`src/rtl/l2_min_select.sv`:
```
// l2_min_select: nearest-neighbour reduction over a frame of FP16 distances.
//
// Accepts one FP16 distance per candidate, keeps the running minimum by
// magnitude (bits [14:0]) together with its arrival index, and presents the
// frame result through a valid/ready handshake.
//
// Ports
//   clk        clock, rising edge
//   rst        synchronous, active-high reset
//   in_valid   distance beat valid
//   in_ready   block can accept a beat (SCAN state, not in reset)
//   in_dist    FP16 distance of the current candidate
//   in_last    final candidate of the frame
//   out_valid  result valid (DONE state)
//   out_ready  downstream accepts the result
//   out_min    minimum distance magnitude (sign bit always 0), 7E00 if all NaN
//   out_idx    0-based arrival index of the minimum
//   out_count  number of beats in the frame
//   out_nan    at least one NaN beat in the frame
//   out_neg    at least one negative non-zero beat in the frame
//
// state | meaning
// SCAN  | accepting beats, updating running minimum
// DONE  | result presented, waiting for out_ready
module l2_min_select #(
  parameter int N_CAND = 7,
  parameter int IDX_W  = 3
) (
  input  logic             clk,
  input  logic             rst,
  input  logic             in_valid,
  output logic             in_ready,
  input  logic [15:0]      in_dist,
  input  logic             in_last,
  output logic             out_valid,
  input  logic             out_ready,
  output logic [15:0]      out_min,
  output logic [IDX_W-1:0] out_idx,
  output logic [IDX_W:0]   out_count,
  output logic             out_nan,
  output logic             out_neg
);

  typedef enum logic {SCAN, DONE} state_e;

  localparam logic [IDX_W:0] CNT_MAX = (IDX_W+1)'(N_CAND);
  localparam logic [15:0]    QNAN    = 16'h7E00;

  state_e           state_q, state_d;
  logic [IDX_W:0]   cnt_q, cnt_d;
  logic [14:0]      run_min_q, run_min_d;
  logic [IDX_W-1:0] run_idx_q, run_idx_d;
  logic             have_q, have_d;
  logic             nan_q, nan_d;
  logic             neg_q, neg_d;

  logic [15:0]      res_min_q, res_min_d;
  logic [IDX_W-1:0] res_idx_q, res_idx_d;
  logic [IDX_W:0]   res_cnt_q, res_cnt_d;
  logic             res_nan_q, res_nan_d;
  logic             res_neg_q, res_neg_d;

  logic             accept;
  logic             close;
  logic [14:0]      beat_mag;
  logic             beat_nan;
  logic             beat_neg;
  logic             beat_take;
  logic [IDX_W:0]   cnt_inc;
  logic [14:0]      mrg_min;
  logic [IDX_W-1:0] mrg_idx;
  logic             mrg_have;
  logic             mrg_nan;
  logic             mrg_neg;

  assign in_ready  = (state_q == SCAN) && !rst;
  assign out_valid = (state_q == DONE);
  assign out_min   = res_min_q;
  assign out_idx   = res_idx_q;
  assign out_count = res_cnt_q;
  assign out_nan   = res_nan_q;
  assign out_neg   = res_neg_q;

  assign accept   = in_valid && in_ready;
  assign beat_mag = in_dist[14:0];
  assign beat_nan = (&in_dist[14:10]) && (|in_dist[9:0]);
  assign beat_neg = in_dist[15] && (|beat_mag);
  assign cnt_inc  = cnt_q + (IDX_W+1)'(1);
  // in_last on the N_CAND-th beat collapses into the same single close
  assign close    = accept && (in_last || (cnt_inc == CNT_MAX));

  // strictly-less keeps the earliest index on ties; +0 and -0 share magnitude 0
  assign beat_take = !beat_nan && (!have_q || (beat_mag < run_min_q));
  assign mrg_min   = beat_take ? beat_mag : run_min_q;
  assign mrg_idx   = beat_take ? cnt_q[IDX_W-1:0] : run_idx_q;
  assign mrg_have  = have_q || beat_take;
  assign mrg_nan   = nan_q || beat_nan;
  assign mrg_neg   = neg_q || beat_neg;

  always_comb begin
    state_d   = state_q;
    cnt_d     = cnt_q;
    run_min_d = run_min_q;
    run_idx_d = run_idx_q;
    have_d    = have_q;
    nan_d     = nan_q;
    neg_d     = neg_q;
    res_min_d = res_min_q;
    res_idx_d = res_idx_q;
    res_cnt_d = res_cnt_q;
    res_nan_d = res_nan_q;
    res_neg_d = res_neg_q;

    case (state_q)
      SCAN: begin
        if (accept) begin
          if (close) begin
            res_min_d = mrg_have ? {1'b0, mrg_min} : QNAN;
            res_idx_d = mrg_have ? mrg_idx : '0;
            res_cnt_d = cnt_inc;
            res_nan_d = mrg_nan;
            res_neg_d = mrg_neg;
            cnt_d     = '0;
            run_min_d = '0;
            run_idx_d = '0;
            have_d    = 1'b0;
            nan_d     = 1'b0;
            neg_d     = 1'b0;
            state_d   = DONE;
          end else begin
            cnt_d     = cnt_inc;
            run_min_d = mrg_min;
            run_idx_d = mrg_idx;
            have_d    = mrg_have;
            nan_d     = mrg_nan;
            neg_d     = mrg_neg;
          end
        end
      end
      DONE: begin
        if (out_ready) state_d = SCAN;
      end
      default: state_d = SCAN;
    endcase
  end

  always_ff @(posedge clk) begin
    if (rst) begin
      state_q   <= SCAN;
      cnt_q     <= '0;
      run_min_q <= '0;
      run_idx_q <= '0;
      have_q    <= 1'b0;
      nan_q     <= 1'b0;
      neg_q     <= 1'b0;
      res_min_q <= '0;
      res_idx_q <= '0;
      res_cnt_q <= '0;
      res_nan_q <= 1'b0;
      res_neg_q <= 1'b0;
    end else begin
      state_q   <= state_d;
      cnt_q     <= cnt_d;
      run_min_q <= run_min_d;
      run_idx_q <= run_idx_d;
      have_q    <= have_d;
      nan_q     <= nan_d;
      neg_q     <= neg_d;
      res_min_q <= res_min_d;
      res_idx_q <= res_idx_d;
      res_cnt_q <= res_cnt_d;
      res_nan_q <= res_nan_d;
      res_neg_q <= res_neg_d;
    end
  end

endmodule

```
`config.mk`:
```
export PLATFORM = sky130hd
export DESIGN_NAME = l2_min_select
export DESIGN_NICKNAME = d
export VERILOG_FILES = /design/src/rtl/l2_min_select.sv
export SDC_FILE = /design/constraint.sdc
export NUM_CORES = 1
export LEC_CHECK = 0
export CORE_ASPECT_RATIO = 1.2
export CORE_MARGIN = 4
export CORE_UTILIZATION = 55
export DETAILED_ROUTE_END_ITERATION = 6
export PLACE_DENSITY = 0.84
export SYNTH_ARGS = -nofsm -noshare
export SYNTH_HDL_FRONTEND = slang
export SYNTH_SLANG_ARGS = --single-unit
```
`constraint.sdc`:
```
create_clock -name clk -period 5.65 [get_ports clk]
set_input_delay 1.13 -clock clk [delete_from_list [all_inputs] [get_ports clk]]
set_output_delay 1.13 -clock clk [all_outputs]
set_load 0.05 [all_outputs]
```
==> key figures <==
STA
  • Slew Viols, Final: 0
  • Setup Viol. Count Final: 0
  • Max Clock Freq: roughly 0.24 GHz
  • Relative slew margins: 33.7%
  • RSZ-0062 raised after global routing: no
  • Final period utilization: 73.7%
  • Skew final: 6.40 ps
  • Sum Neg Setup Slack: 0 ps
  • Slew @ Worst Pin: a little under 1000 ps
  • Fin Hold WS: 482 ps
  • Post-layout min period: roughly 4200 ps
  • Hold Violations, Final: 0

Critical path
  • Crit path required time: between 4000 and 5000 ps
  • Crit Path Max Fanout: 17
  • Critical path buffers and inverters: 2
  • Most frequent CP cell: clkdlybuf4s50_1
  • Critical R2R Launch: run_min_q[6]
  • CP delay by family, top: buffers and inverters
  • Worst EP arrival: between 3000 and 4000 ps
  • CP endpoint kind: output port
  • Max stage delay on crit path: 840 ps
  • Worst Setup Path Type: input port to output port
  • Reg2Reg Capture Point: run_min_q[5]
  • Crit path launch type: input port
  • Critical-path cell list: clkdlybuf4s50_1 > nor2_1 > clkdlybuf4s50_1
  • Critical Path Slowest Stage Cell: clkdlybuf4s50_1
  • Reg2Reg Setup Slack: 2730 ps
  • R2R depth: 7

Logic synthesis
  • Synth area leader: dfxtp_1
  • Synth unique cells: 43
  • Post-synth EDFFs: 0
  • Top cell type's share of synthesized area: between 40 and 50%
  • Mapped Cells: 282
  • Post-synth top flop: dfxtp_1
  • Mapped cell area: roughly 2500 sq um
  • Synth Register Bits: 50
  • Synth warnings: 0
  • Register area share after synthesis: 40.8%
  • Syn_nets: 319
  • Syn avg cell area: ~8.7 sq um
  • Synth async-reset ratio: 0%
  • Area contributors post-synth: dfxtp_1 (41%), ha_1 (8.2%), nand2_1 (4.7%)

Clocking
  • CTS clock-pin slew for the worst setup and hold paths: 90 ps
  • Num CTS Buffers: 5
  • Clk_lat worst skew: 300 ps
  • Clock root cell: clkbuf_8
  • Post-cts resize count: 0
  • Clock sinks: 50
  • # Post-CTS Setup Buffers: 0
  • Hold Buf Count CTS: 0
  • Htree depth: 2
  • CTS max path bufs: 2
  • CTS tree: done

Min path
  • Hold Startpoint: out_min[7]
  • Hold WC Path Type: register to register
  • Min-Delay Endpoint: out_min[7]
  • Worst hold stages: 2

Power and ir drop
  • Clk network pwr share: 27.5%
  • NetSw: 223 uW
  • Peak VDD IR: ~0.2 mV
  • Leak: 1.05 nW
  • Cell Int Power: roughly 510 uW
  • Power density cells: 245 nW/um^2
  • Combinational share of power: 20.5%
  • Reg power frac: 51.9%
  • Switching Share: 30.4%

Die
  • Starting density of the core: 57.1%
  • Die W: 69.0 um
  • Core area: 4290 sq um
  • Chip height: 81.2 um
  • Die Area: 5600 sq um
  • IO Pins: 48
  • Row count: 26

Job
  • Max_cap viols: 0

Final layout
  • Fin cells: roughly 380
  • # nets final: 356
  • Fraction of final layout cells sized beyond drive strength 1: under 10%
  • Area occupied by multi-input gates: around 1300 sq um
  • Fillers: 350
  • Antenna diode count: 0
  • Register area: approximately 1000 sq um
  • Synthesis-to-finish area growth: 22.0%

Place
  • # port buffers: 46
  • Dpl cells: 368
  • Final GP Congestion: 0.829
  • Post-detail-place hpwl: between 4 and 5 mm

Detailed routing
  • Antenna Nets Post-Route: 0
  • Initial DRC count: just under 200
  • Drt first pass iters: 4
  • Drt total wl: approximately 5.9 mm
  • Vias/cell: ~5.9
  • WL per Instance: 15.7 um
  • DRC viols: 0
  • Routed vias: around 2200

Global route
  • Largest net degree at the start of global routing: 31
  • First-pass GRT wire length: 9.37 mm
  • Number of global-route vias before repair: 2051
  • Antenna violations before repair: 0
  • Grt total ovfl: 0
  • GR Util All Layers: 22.1%

Run status
  • Status: finished, final reports clean
[how the worst max path moves through the flow]
stage                     from      endpoint  slack, ps  cells after the start
finish                     rst      in_ready       1480                      3
global route               rst      in_ready       1420                      3
CTS                        rst      in_ready       1510                      3
detailed placement  in_dist[6]  run_idx_q[2]       1470                      7
global placement           rst      in_ready       1510                      3
floorplan                  rst  run_idx_q[0]       2290                      7
[power by group through the flow]
| stage | clock network, mW | registers (mW) | logic, mW |
|---|---|---|---|
| after detailed placement | 0 | 0.388 | 0.149 |
| final | 0.202 | 0.380 | 0.150 |
| after global placement | 0 | 0.388 | 0.147 |
| after global routing | 0.221 | 0.382 | 0.163 |
| after floorplan | 0 | 0.417 | 0.0692 |
| after CTS | 0.206 | 0.380 | 0.150 |
[cell families after synthesis]
logic type | after synthesis | synth area share, %
DFF | 50 | 40.8
and+or+nand+nor | 103 | 20.8
xor gates and xnor gates | 2 | 0.714
buffers and inverters | 35 | 6.32
AOI/OAI and AO/OA | 75 | 23.1
adders and majority gates | 16 | 8.16
other | 1 | 0.153
[sequential cells by signal (all words and copies together), names as in the netlist]
name	flops
cnt_q	4
out_min	15
out_valid	1
out_idx	3
neg_q	1
run_idx_q	3
nan_q	1
have_q	1
run_min_q	15
out_nan	1
out_count	4
out_neg	1
[routing by layer]
layer / wire length (um) / track usage [%]
met5: 0 / 0
met4: 108 / 7.60
met2: 2880 / 36.3
met1: 2540 / 28.6
met3: 352 / 4.29
[area by class of cell]
class | instances | area share (%)
repair buffers | 47 | 15.6
clock buffers | 5 | 2.30
inverters | 18 | 2.26
well taps | 56 | 2.34
clock inverters | 2 | 0.502
flip-flops and latches | 50 | 33.4
multi-input cells | 197 | 43.5
[synthesized netlist by cell type (2+ instances only)]
cell type  count
nand3_1       10
xnor2_1        2
dfxtp_1       50
nor3_1         3
buf_6          2
o21ai_0       13
nand4_1       14
nand2b_1       5
a21o_1         2
o211ai_1      12
and3_1         3
buf_2          3
ha_1          16
a21oi_1        9
a22o_1        10
o311a_1        2
clkbuf_1      10
nor2b_1        3
nor2_1        25
inv_1         18
a22oi_1        2
a211oi_1       5
nand2_1       31
a311oi_1       6
a22o_2         8
[stage by stage]
| stage | cell area (sq um) | total power [mW] | util, % | setup WS (ps) |
|---|---|---|---|---|
| 2_1_floorplan | 2450 | 0.486 | - | 2290 |
| 3_3_place_gp | 2910 | 0.535 | 67.7 | 1510 |
| 3_5_place_dp | 2910 | 0.538 | 67.7 | 1470 |
| 4_1_cts | 2990 | 0.737 | 69.7 | 1510 |
| 5_1_grt | 2990 | 0.767 | 69.7 | 1420 |
| 6_report | 2990 | 0.732 | 69.7 | 1480 |
[worst register-to-register path: cells and delay by family (launching register included)]
family / cells / cell delay [ps]
AO/OA/AOI/OAI: 4 / 2030
flip-flops: 1 / 370
adder cells (fa/ha/maj): 1 / 310
AND/OR/NAND/NOR: 1 / 100
buffers and inverters: 1 / 60
[placed cells by master, fill, tap and decap left out, types with 2 or more instances in the layout]
cell type,n
a211oi_1,4
a21o_1,2
a21oi_1,9
a22o_1,10
a22o_2,8
a22oi_1,2
a311oi_1,6
and3_1,3
clkbuf_8,5
clkdlybuf4s50_1,46
clkinvlp_4,2
dfxtp_1,50
ha_1,16
inv_1,18
nand2_1,31
nand2b_1,5
nand3_1,10
nand4_1,14
nor2_1,25
nor2b_1,3
nor3_1,3
o211ai_1,12
o21ai_0,13
o311a_1,2
xnor2_1,2
Power figures use the tool's default switching activity.
